$ cat src/rtl/rol_iter_pkg.sv
// Shared constants for the iterative rotate-left unit: default widths and FSM encodings.
package rol_iter_pkg;

    localparam int OPERAND_WIDTH_DEF = 16;
    localparam int SHAMT_WIDTH_DEF   = 4;

    typedef enum logic [1:0] {
        IDLE = 2'b00,
        ROT  = 2'b01,
        HOLD = 2'b10
    } rol_state_e;

endpackage

$ cat src/rtl/rol_iter_if.sv
// Request/result handshake bundle between a producer/consumer (master) and rol_iter (slave).
interface rol_iter_if #(
    parameter int OPERAND_WIDTH = 16,
    parameter int SHAMT_WIDTH   = 4
) ();

    logic                     in_valid;
    logic [OPERAND_WIDTH-1:0] InBS;
    logic [SHAMT_WIDTH-1:0]   ShAmt;
    logic                     in_ready;
    logic                     out_valid;
    logic [OPERAND_WIDTH-1:0] OutBS;
    logic                     out_ready;
    logic                     busy;

    modport master (
        output in_valid, InBS, ShAmt, out_ready,
        input  in_ready, out_valid, OutBS, busy
    );

    modport slave (
        input  in_valid, InBS, ShAmt, out_ready,
        output in_ready, out_valid, OutBS, busy
    );

endinterface

$ cat src/rtl/rol_iter_ctl.sv
// Control for rol_iter: FSM plus rotate down-counter, producing load/rotate enables
// for the datapath register and the registered handshake outputs.
module rol_iter_ctl
    import rol_iter_pkg::*;
#(
    parameter int SHAMT_WIDTH = SHAMT_WIDTH_DEF
) (
    input  logic                   clk,
    input  logic                   rst,
    input  logic                   in_valid_i,
    input  logic                   out_ready_i,
    input  logic [SHAMT_WIDTH-1:0] shamt_i,
    output logic                   in_ready_o,
    output logic                   out_valid_o,
    output logic                   busy_o,
    output logic                   load_o,
    output logic                   rot_o
);

    rol_state_e             state_q;
    logic [SHAMT_WIDTH-1:0] cnt_q;
    logic                   in_ready_q;
    logic                   out_valid_q;
    logic                   busy_q;

    // Handshake outputs are registered alongside the state so they always match it.
    always_ff @(posedge clk or posedge rst) begin
        if (rst) begin
            state_q     <= IDLE;
            cnt_q       <= '0;
            in_ready_q  <= 1'b1;
            out_valid_q <= 1'b0;
            busy_q      <= 1'b0;
        end else begin
            case (state_q)
                IDLE: begin
                    if (in_valid_i) begin
                        state_q    <= ROT;
                        cnt_q      <= shamt_i;
                        in_ready_q <= 1'b0;
                        busy_q     <= 1'b1;
                    end
                end
                ROT: begin
                    if (cnt_q != '0) begin
                        cnt_q <= cnt_q - 1'b1;
                    end else begin
                        state_q     <= HOLD;
                        out_valid_q <= 1'b1;
                    end
                end
                HOLD: begin
                    if (out_ready_i) begin
                        state_q     <= IDLE;
                        out_valid_q <= 1'b0;
                        busy_q      <= 1'b0;
                        in_ready_q  <= 1'b1;
                    end
                end
                default: begin
                    state_q     <= IDLE;
                    cnt_q       <= '0;
                    in_ready_q  <= 1'b1;
                    out_valid_q <= 1'b0;
                    busy_q      <= 1'b0;
                end
            endcase
        end
    end

    assign in_ready_o  = in_ready_q;
    assign out_valid_o = out_valid_q;
    assign busy_o      = busy_q;
    assign load_o      = in_ready_q & in_valid_i;
    assign rot_o       = (state_q == ROT) && (cnt_q != '0);

endmodule

$ cat src/rtl/rol_iter.sv
// Iterative rotate-left: rotates the captured operand one bit per cycle, ShAmt times,
// then holds the result until the consumer takes it.
module rol_iter
    import rol_iter_pkg::*;
#(
    parameter int OPERAND_WIDTH = OPERAND_WIDTH_DEF,
    parameter int SHAMT_WIDTH   = SHAMT_WIDTH_DEF
) (
    input  logic        clk,
    input  logic        rst,
    rol_iter_if.slave   bus
);

    logic [OPERAND_WIDTH-1:0] data_q;
    logic                     load;
    logic                     rot;

    rol_iter_ctl #(
        .SHAMT_WIDTH (SHAMT_WIDTH)
    ) u_ctl (
        .clk         (clk),
        .rst         (rst),
        .in_valid_i  (bus.in_valid),
        .out_ready_i (bus.out_ready),
        .shamt_i     (bus.ShAmt),
        .in_ready_o  (bus.in_ready),
        .out_valid_o (bus.out_valid),
        .busy_o      (bus.busy),
        .load_o      (load),
        .rot_o       (rot)
    );

    always_ff @(posedge clk or posedge rst) begin
        if (rst) begin
            data_q <= '0;
        end else if (load) begin
            data_q <= bus.InBS;
        end else if (rot) begin
            data_q <= {data_q[OPERAND_WIDTH-2:0], data_q[OPERAND_WIDTH-1]};
        end
    end

    assign bus.OutBS = data_q;

endmodule

$ cat src/flat_wrapper.sv
// flat-port wrapper written by rule: the top's interface ports become plain ports
module rol_iter_flat import rol_iter_pkg::*;
#(
    parameter int OPERAND_WIDTH = OPERAND_WIDTH_DEF,
    parameter int SHAMT_WIDTH   = SHAMT_WIDTH_DEF
)
  (clk, rst, bus_in_valid, bus_InBS, bus_ShAmt, bus_out_ready, bus_in_ready, bus_out_valid, bus_OutBS, bus_busy);
  rol_iter_if #(.OPERAND_WIDTH(OPERAND_WIDTH), .SHAMT_WIDTH(SHAMT_WIDTH)) bus_i ();
  input  logic clk;
  input  logic rst;
  input wire logic [$bits(bus_i.in_valid)-1:0] bus_in_valid;
  input wire logic [$bits(bus_i.InBS)-1:0] bus_InBS;
  input wire logic [$bits(bus_i.ShAmt)-1:0] bus_ShAmt;
  input wire logic [$bits(bus_i.out_ready)-1:0] bus_out_ready;
  output wire logic [$bits(bus_i.in_ready)-1:0] bus_in_ready;
  output wire logic [$bits(bus_i.out_valid)-1:0] bus_out_valid;
  output wire logic [$bits(bus_i.OutBS)-1:0] bus_OutBS;
  output wire logic [$bits(bus_i.busy)-1:0] bus_busy;
  assign bus_i.in_valid = bus_in_valid;
  assign bus_i.InBS = bus_InBS;
  assign bus_i.ShAmt = bus_ShAmt;
  assign bus_i.out_ready = bus_out_ready;
  assign bus_in_ready = bus_i.in_ready;
  assign bus_out_valid = bus_i.out_valid;
  assign bus_OutBS = bus_i.OutBS;
  assign bus_busy = bus_i.busy;
  rol_iter #(.OPERAND_WIDTH(OPERAND_WIDTH), .SHAMT_WIDTH(SHAMT_WIDTH)) u_core (.clk(clk), .rst(rst), .bus(bus_i));
endmodule
$ cat config.mk
export PLATFORM = sky130hd
export DESIGN_NAME = rol_iter_flat
export DESIGN_NICKNAME = d
export VERILOG_FILES = /design/src/rtl/rol_iter_pkg.sv /design/src/rtl/rol_iter_if.sv /design/src/rtl/rol_iter_ctl.sv /design/src/rtl/rol_iter.sv /design/src/flat_wrapper.sv
export SDC_FILE = /design/constraint.sdc
export NUM_CORES = 1
export LEC_CHECK = 0
export CAP_MARGIN = 40
export CORE_UTILIZATION = 45
export CTS_CLUSTER_SIZE = 10
export DETAILED_ROUTE_END_ITERATION = 6
export GPL_ROUTABILITY_DRIVEN = 0
export GPL_TIMING_DRIVEN = 0
export PLACE_DENSITY = 0.79
export SLEW_MARGIN = 20
export SYNTH_ARGS = -nofsm -noshare
export SYNTH_HDL_FRONTEND = slang
export SYNTH_HIERARCHICAL = 1
export SYNTH_SLANG_ARGS = --single-unit
$ cat constraint.sdc
create_clock -name clk -period 2.13 [get_ports clk]
set_input_delay 0.639 -clock clk [delete_from_list [all_inputs] [get_ports clk]]
set_output_delay 0.639 -clock clk [all_outputs]
set_load 0.02 [all_outputs]
Word-level counts from Yosys, hierarchy flattened
Cells that the tools add are included.
- flip-flop bits (word level): 25
- bits of input ports: 24
- add/sub/neg operators: 1
- equal/unequal tests: 6
- muxes and demuxes: 17
- bitwise logic cells: 4
- reduce and logical (&&, ||, !) cells: 8
- operators with widths (kind ; count):
    $mux W16 ; 2
    $pmux W4 S3 ; 1
    $reduce_and A3 Y1 ; 4
    $pmux W1 S3 ; 3
    $mux W4 ; 2
    $mux W2 ; 3
    $ne A2 B2 Y1 const B ; 3
    $pmux W2 S3 ; 1
    $mux W1 ; 5
    $reduce_bool A4 Y1 ; 1
    $sub A4 B1 Y4 const B ; 1
    $not A1 Y1 ; 3
    $eq A2 B1 Y1 const B ; 1
    $eq A2 B2 Y1 const B ; 1
    $logic_not A2 Y1 ; 1
    $ne A2 B1 Y1 const B ; 1
    $reduce_bool A2 Y1 ; 1
    $and A1 B1 Y1 ; 1
    $logic_and A1 B1 Y1 ; 1

Longest topological paths before layout
Gate-level depths: netlist of the first run.
- word-level depth: 4
- depth in mapped cells: 8
- gate-level depth less buffers: 6

Modules after synthesis
The synthesis of the first run kept the hierarchy.
- modules (own cells, without submodules) (module ; times used ; cells an instance ; area each (sq um) ; sequential area each (sq um)):
    rol_iter ; 1 ; 70 ; 748.2 ; 400.4
    rol_iter_ctl ; 1 ; 56 ; 551.8 ; 226.5

Worst setup path before layout of the first run
OpenSTA, ideal clock, no wires.
- path type: register -> register
- start: register u_core.u_ctl.cnt_q[0]
- end: register u_core.data_q[10] (netlist: u_core/bus.OutBS[10])
- setup time: 0.131 ns
- arrival time: 1.470 ns
- required time: 1.999 ns
- path slack: 0.529 ns
- cell stages (with the launch flop): 9
- buffers on the path: 2
- path through: dfrtp_1 inv_1 ha_1 nor3b_4 nor2_1 buf_6 buf_12 mux2i_1 o21ai_1
- cells in the longest elaborated chain, start to end: 3
- RTL lines (what ; line ; text):
    from (decl) ; rol_iter_ctl.sv:21 ; logic [SHAMT_WIDTH-1:0] cnt_q;
    from (signal assigned) ; rol_iter_ctl.sv:39 ; cnt_q <= shamt_i;
    from (signal assigned) ; rol_iter_ctl.sv:46 ; cnt_q <= cnt_q - 1'b1;
    $reduce_bool A4 Y1 ; rol_iter_ctl.sv:75 ; assign rot_o = (state_q == ROT) && (cnt_q != '0);
    $logic_and A1 B1 Y1 ; rol_iter_ctl.sv:75 ;
    net u_core.rot ; rol_iter.sv:16 ; logic rot;
    $reduce_bool A2 Y1 (no source line) ; n/a ;
    to (signal assigned) ; rol_iter.sv:37 ; data_q <= bus.InBS;
    to (signal assigned) ; rol_iter.sv:39 ; data_q <= {data_q[OPERAND_WIDTH-2:0], data_q[OPERAND_WIDTH-1]};
    to (decl) ; rol_iter.sv:14 ; logic [OPERAND_WIDTH-1:0] data_q;
The timed path passes the listed nets, and every way through them passes these cells.
A chain may end at the register's enable or synchronous reset.

Worst setup path in the final report of the first run
- start: register u_core.u_ctl.busy_q (netlist: u_core/u_ctl/busy_o)
- end: output port bus_busy
- RTL lines (what ; line ; text):
    from (decl) ; rol_iter_ctl.sv:24 ; logic busy_q;
    from (signal assigned) ; rol_iter_ctl.sv:33 ; busy_q <= 1'b0;
    from (signal assigned) ; rol_iter_ctl.sv:41 ; busy_q <= 1'b1;
    from (signal assigned) ; rol_iter_ctl.sv:56 ; busy_q <= 1'b0;
    to (decl) ; flat_wrapper.sv:18 ; output wire logic [$bits(bus_i.busy)-1:0] bus_busy;
No word-level cell between the ends.

==> results.json, run 1 <==
{
  "finalSetupViolCount": 0,
  "clock_path_buffers": 2,
  "vias_per_cell": 5.369,
  "finalPower_mw": 2.923,
  "synthDistinctLibCells": 31,
  "critPathRequiredTime_ns": 1.49,
  "final_nets": 199,
  "die_w_um": 55.75,
  "grt_use_total_pct": 19.54,
  "slew_headroom_pct": 59.61,
  "power_frac_seq_pct": 31.8,
  "muxShareOfSynthArea_pct": 14.63,
  "crit_path_top_delay_cell": "clkdlybuf4s50_1",
  "crit_fanout": 3,
  "synthSimpleGateAreaFrac_pct": 15.59,
  "fmax_mhz": 510.5,
  "critPathMaxStageDelay_ns": 0.61,
  "worstSetupEndpointType": "primary output",
  "drive_above_1_share_pct": 8.721,
  "post-route-period-util_pct": 91.97,
  "synth_xor_area_share_pct": 0.6737,
  "syn_area_per_cell_um2": 10.32,
  "synthAdderAreaFrac_pct": 1.925,
  "max-cap-violations": 0,
  "multi_input_area_um2": 594.3,
  "rsz0062_at_grt": "no",
  "drt_iter0_markers": 45,
  "worst_pin_slew_ns": 0.6051,
  "ant_nets": 0,
  "worstSetupPathType": "reg2out",
  "core_area_um2": 2758,
  "synth_cells": 126,
  "num_vias": 1090,
  "p_sw_mw": 1.201,
  "clk_root_buffer_cell": "clkbuf_4",
  "drt-pass1-iter-count": 4,
  "synth_compound_area_share_pct": 12.90,
  "vdd_drop_max_v": 0.001107,
  "cts_buffers": 3,
  "p_int_mw": 1.723,
  "worst_setup_path_start_kind": "register",
  "synth-seq-cells": 25,
  "grt.overflow.total": 0,
  "hold_buffers": 0,
  "path_cells": "clkdlybuf4s50_1",
  "drc": 0,
  "power_density_nw_per_um2": 1638,
  "regArea_um2": 626.9,
  "pwr-share-comb_pct": 61.3,
  "dpl.hpwl_um": 2122,
  "clock_latency_ns": 0.30,
  "nFillCells": 256,
  "hp-class": "reg2reg",
  "cts_tree": "done",
  "clkTransAtPathRegs_ns": 0.13,
  "wl_per_cell_um": 13.62,
  "ys_seq_area_share_pct": 48.22,
  "timing.setup.tns_ns": 0,
  "grt_pass1_vias": 1092,
  "sw_frac_of_total_pct": 41.07,
  "finalClockSkew_ns": 0.002787,
  "grt_pass1_wl_um": 4836,
  "min_period_ns": 1.959,
  "fp-row-count": 19,
  "cp_data_arrival_time_ns": 1.32,
  "antenna_found_initial": 0,
  "clkPwrFrac_pct": 7.0,
  "syn_to_final_growth_pct": 37.25,
  "routed_wl_um": 2765,
  "antennaDiodeCount": 0,
  "ys_warn_count": 6,
  "status": "completed",
  "cp_top_family": "buffers and inverters",
  "pin_count": 43,
  "p_leak_nw": 0.7781,
  "grt_max_degree": 17,
  "clock-sinks": 25,
  "finalHoldViolations": 0,
  "crit_buf_inv": 1,
  "die-height_um": 55.75,
  "die_area_um2": 3108,
  "syn_nets": 152,
  "port_buffers": 42,
  "start_util_pct": 47.14,
  "netlist_area_um2": 1300,
  "maxSlewViolCount": 0,
  "cts_htree_levels": 1,
  "synth_top_family_by_area": "simple AND/OR/NAND/NOR gates"
}
cells by family after synthesis:
group	count (synthesis)
flops	25
buf+inv	12
xor+xnor	1
simple gates	39
mux	19
fa+ha+maj	2
compound gates	28
layer usage:
metal	up-vias	global-route usage (%)	routed length (um)	part of all wire [%]
li1	530	-	-	-
met3	0	3.256	104	3.8
met2	31	35.80	1428	52
met5	-	0	0	0
met1	529	23.85	1231	45
met4	0	4.643	0	0
power groups by stage:
| stage | registers, mW | logic [mW] | clock network (mW) |
|---|---|---|---|
| global placement | 0.927 | 1.75 | 0 |
| global route | 0.963 | 1.93 | 0.237 |
| CTS | 0.928 | 1.80 | 0.217 |
| floorplan | 1.12 | 1.02 | 0 |
| detailed placement | 0.938 | 1.80 | 0 |
| finish | 0.929 | 1.79 | 0.204 |
worst paths after layout:
path,start,endpoint,slack (ns),cells after the start
worst max-delay path,u_core/u_ctl/busy_o,bus_busy,0.17,1
worst min-delay path,u_core/u_ctl/out_valid_o,u_core/u_ctl/out_valid_o,0.55,2
worst max register to register,u_core/u_ctl/cnt_q[0],u_core/bus.OutBS[12],0.33,8
worst min register to register,u_core/u_ctl/out_valid_o,u_core/u_ctl/out_valid_o,0.55,2
max in group asynchronous,rst,u_core/bus.OutBS[8],1.03,2
min in group asynchronous,rst,u_core/u_ctl/cnt_q[2],0.61,2
cells in the mapped netlist (all sizes together):
library cell | number | area share [%]
a211o | 1 | 0.77
a21oi | 2 | 0.77
and2 | 1 | 0.48
and2b | 1 | 0.67
buf | 5 | 4.0
clkbuf | 2 | 0.58
dfrtp | 24 | 46
dfstp | 1 | 2.0
ha | 2 | 1.9
inv | 5 | 1.4
mux2i | 19 | 15
nand2 | 21 | 6.1
nand2b | 2 | 1.5
nand4b | 1 | 0.67
nor2 | 5 | 1.4
nor2b | 2 | 0.96
nor3 | 2 | 0.77
nor3b | 1 | 1.4
nor4 | 1 | 0.48
o211ai | 1 | 0.58
o21ai | 19 | 7.3
o221ai | 1 | 1.2
o22ai | 2 | 0.96
o2bb2ai | 2 | 1.3
or3 | 2 | 1.1
xnor2 | 1 | 0.67
flip-flops by register name, summed over array words and instances (netlist names):
| name | flops |
|---|---|
| u_core/bus.OutBS | 16 |
| u_core/u_ctl/busy_o | 1 |
| u_core/u_ctl/cnt_q | 4 |
| u_core/u_ctl/in_ready_o | 1 |
| u_core/u_ctl/out_valid_o | 1 |
| u_core/u_ctl/state_q | 2 |
per-stage QoR:
step	hold WS (ns)	utilization, %	cell area (um2)	instances	setup WS, ns
after floorplan	0.4662	-	1300	126	0.5292
after global placement	0.4977	63.79	1759	199	0.05794
after detailed placement	0.5141	63.79	1759	199	0.03133
after CTS	0.5498	64.70	1784	203	0.1496
after global routing	0.5983	64.70	1784	203	0.09453
final	0.5523	64.70	1784	203	0.1711
repair_timing:
action / CTS / global route
gates resized for setup: 1 / 0
setup buffers: 0 / 0
setup endpoints to repair: 1 / 0
layout by cell type (no fill, tap or decap):
| cell type | Yosys | routed |
|---|---|---|
| o2bb2ai_1 | 2 | 2 |
| and2_1 | 1 | 1 |
| nand4b_1 | 1 | 1 |
| xnor2_1 | 1 | 1 |
| buf_12 | 1 | 1 |
| dlygate4sd2_1 | 0 | 1 |
| inv_1 | 5 | 5 |
| buf_2 | 2 | 2 |
| or3_1 | 1 | 1 |
| nor3b_4 | 1 | 1 |
| nor3_1 | 2 | 2 |
| clkbuf_1 | 2 | 3 |
| nor2b_1 | 2 | 2 |
| clkbuf_4 | 0 | 3 |
| nand2b_4 | 1 | 1 |
| dfrtp_1 | 24 | 24 |
| clkdlybuf4s50_1 | 0 | 41 |
| o211ai_1 | 1 | 1 |
| nor2_1 | 5 | 5 |
| o21ai_1 | 10 | 10 |
| o221ai_2 | 1 | 1 |
| buf_6 | 2 | 2 |
| nor4_1 | 1 | 1 |
| or3_2 | 1 | 1 |
| dfstp_2 | 1 | 1 |
| nand2b_1 | 1 | 1 |
| o21ai_0 | 9 | 9 |
| o22ai_1 | 2 | 2 |
| a21oi_1 | 2 | 2 |
| a211o_2 | 1 | 1 |
| ha_1 | 2 | 2 |
| nand2_1 | 21 | 21 |
| mux2i_1 | 19 | 19 |
| and2b_2 | 1 | 1 |
layout make-up:
type,count,share of cell area [%]
Timing Repair Buffer,42,23.49
Multi-Input combinational cell,89,33.31
Clock buffer,4,1.473
Inverter,5,1.052
Tap cell,31,2.174
Sequential cell,25,35.13
Buffer,7,3.366
(Power assumes the default switching activity.)
==> run 2, diff against run 1 <==
--- a/config.mk
+++ b/config.mk
@@ -6,12 +6,11 @@
 export NUM_CORES = 1
 export LEC_CHECK = 0
 export CAP_MARGIN = 40
-export CORE_UTILIZATION = 45
+export CORE_UTILIZATION = 35
 export CTS_CLUSTER_SIZE = 10
 export DETAILED_ROUTE_END_ITERATION = 6
 export GPL_ROUTABILITY_DRIVEN = 0
 export GPL_TIMING_DRIVEN = 0
-export PLACE_DENSITY = 0.79
 export SLEW_MARGIN = 20
 export SYNTH_ARGS = -nofsm -noshare
 export SYNTH_HDL_FRONTEND = slang
==> results.json, run 2 (same netlist as run 1, synthesis figures left out) <==
{
  "status": "completed",
  "regArea_um2": 626.9,
  "cp_data_arrival_time_ns": 1.44,
  "hold_buffers": 0,
  "drt_iter0_markers": 36,
  "final_cell_mix": "42 x clkdlybuf4s50_1, 24 x dfrtp_1, 21 x nand2_1",
  "grt_pass1_wl_um": 5230,
  "grt_use_total_pct": 16.71,
  "die_area_um2": 3962,
  "cp_top_family": "buffers and inverters",
  "multi_input_area_um2": 594.3,
  "post-route-period-util_pct": 97.57,
  "cts_tree": "done",
  "core_area_um2": 3442,
  "maxSlewViolCount": 0,
  "grt_max_degree": 17,
  "rsz0062_at_grt": "no",
  "max-cap-violations": 0,
  "post_cts_buffers": 0,
  "fp-row-count": 21,
  "worstSetupPathType": "reg2out",
  "vdd_drop_max_v": 0.0007153,
  "finalClockSkew_ns": 0.002492,
  "num_vias": 1055,
  "critPathMaxStageDelay_ns": 0.61,
  "worst_setup_path_start_kind": "register",
  "nFillCells": 307,
  "pin_count": 43,
  "drc": 0,
  "path_cells": "clkdlybuf4s50_1",
  "clock-sinks": 25,
  "grt.overflow.total": 0,
  "cts_resized": 0,
  "slew_headroom_pct": 59.09,
  "crit_path_top_delay_cell": "clkdlybuf4s50_1",
  "post-place-ws_ns": 0.01298,
  "timing.setup.tns_ns": 0,
  "hp-class": "reg2reg",
  "antenna_found_initial": 0,
  "crit_buf_inv": 1,
  "final_nets": 199,
  "die_w_um": 62.95,
  "final_common_cell": "clkdlybuf4s50_1",
  "power_density_nw_per_um2": 1653,
  "vias_per_cell": 4.839,
  "crit_fanout": 4,
  "clock_latency_ns": 0.26,
  "reg2reg_slack_ns": 0.32,
  "fin_ws_ns": 0.05186,
  "antennaDiodeCount": 0,
  "clock_path_buffers": 2,
  "syn_to_final_growth_pct": 40.23,
  "worst_pin_slew_ns": 0.6130,
  "finalSetupViolCount": 0,
  "worstSetupEndpointType": "primary output",
  "routed_wl_um": 3039,
  "clkTransAtPathRegs_ns": 0.08,
  "min_period_ns": 2.078,
  "drt-pass1-iter-count": 4,
  "placed_area_um2": 1778,
  "fmax_mhz": 481.2,
  "p_leak_nw": 0.7829,
  "start_util_pct": 37.77,
  "ant_nets": 0,
  "port_buffers": 42,
  "grt_pass1_vias": 1092,
  "dpl.hpwl_um": 2314,
  "finalHoldViolations": 0,
  "cts_htree_levels": 1,
  "drive_above_1_share_pct": 8.721,
  "critPathRequiredTime_ns": 1.49,
  "wl_per_cell_um": 13.94,
  "final_area_um2": 1823,
  "clk_root_buffer_cell": "clkbuf_8",
  "cts_buffers": 3,
  "die-height_um": 62.95,
  "utilization_pct": 52.96,
  "largest_reg_flops": 16
}
[run 2: changes by cell type in the layout (fill, tap and decap cells not counted), sizes merged]
cell	before	now
clkdlybuf4s50	41	42
dlygate4sd2	1	0
[run 2: where the power goes]
group / internal, mW / switching [mW]
clock: 0.133 / 0.141
combinational: 0.927 / 0.874
sequential: 0.727 / 0.211
total: 1.79 / 1.23
[run 2: area by class of cell]
| cell class | instances | area share, % |
|---|---|---|
| buffer | 7 | 3.294 |
| clock buffer | 4 | 2.471 |
| inverter | 5 | 1.030 |
| multi-input combinational | 89 | 32.60 |
| sequential | 25 | 34.39 |
| tap | 46 | 3.157 |
| timing repair buffer | 42 | 23.06 |
[run 2: layer usage]
metal,global-route usage (%),vias up,part of all wire (%)
li1,-,528,-
met1,21.81,500,47
met2,27.55,25,48
met3,2.737,2,4.2
met4,6.105,0,0.49
met5,0,-,0
[run 2: path summary, 6_finish.rpt]
kind                                       endpoint  cells past startpoint                     start
max                                    bus_in_ready                      1   u_core/u_ctl/in_ready_o
max reg2reg                     u_core/bus.OutBS[9]                      8     u_core/u_ctl/cnt_q[0]
min reg2reg                u_core/u_ctl/out_valid_o                      2  u_core/u_ctl/out_valid_o
min                        u_core/u_ctl/out_valid_o                      2  u_core/u_ctl/out_valid_o
min in group asynchronous  u_core/u_ctl/out_valid_o                      2                       rst
max in group asynchronous       u_core/bus.OutBS[0]                      2                       rst
[run 2: through the flow]
stage	power, mW	hold slack (ns)	cells
finish	3.014	0.5178	218
global route	3.236	0.5761	218
CTS	3.039	0.5221	218
detailed placement	2.758	0.4980	214
global placement	2.715	0.4973	214
floorplan	2.142	0.4662	126
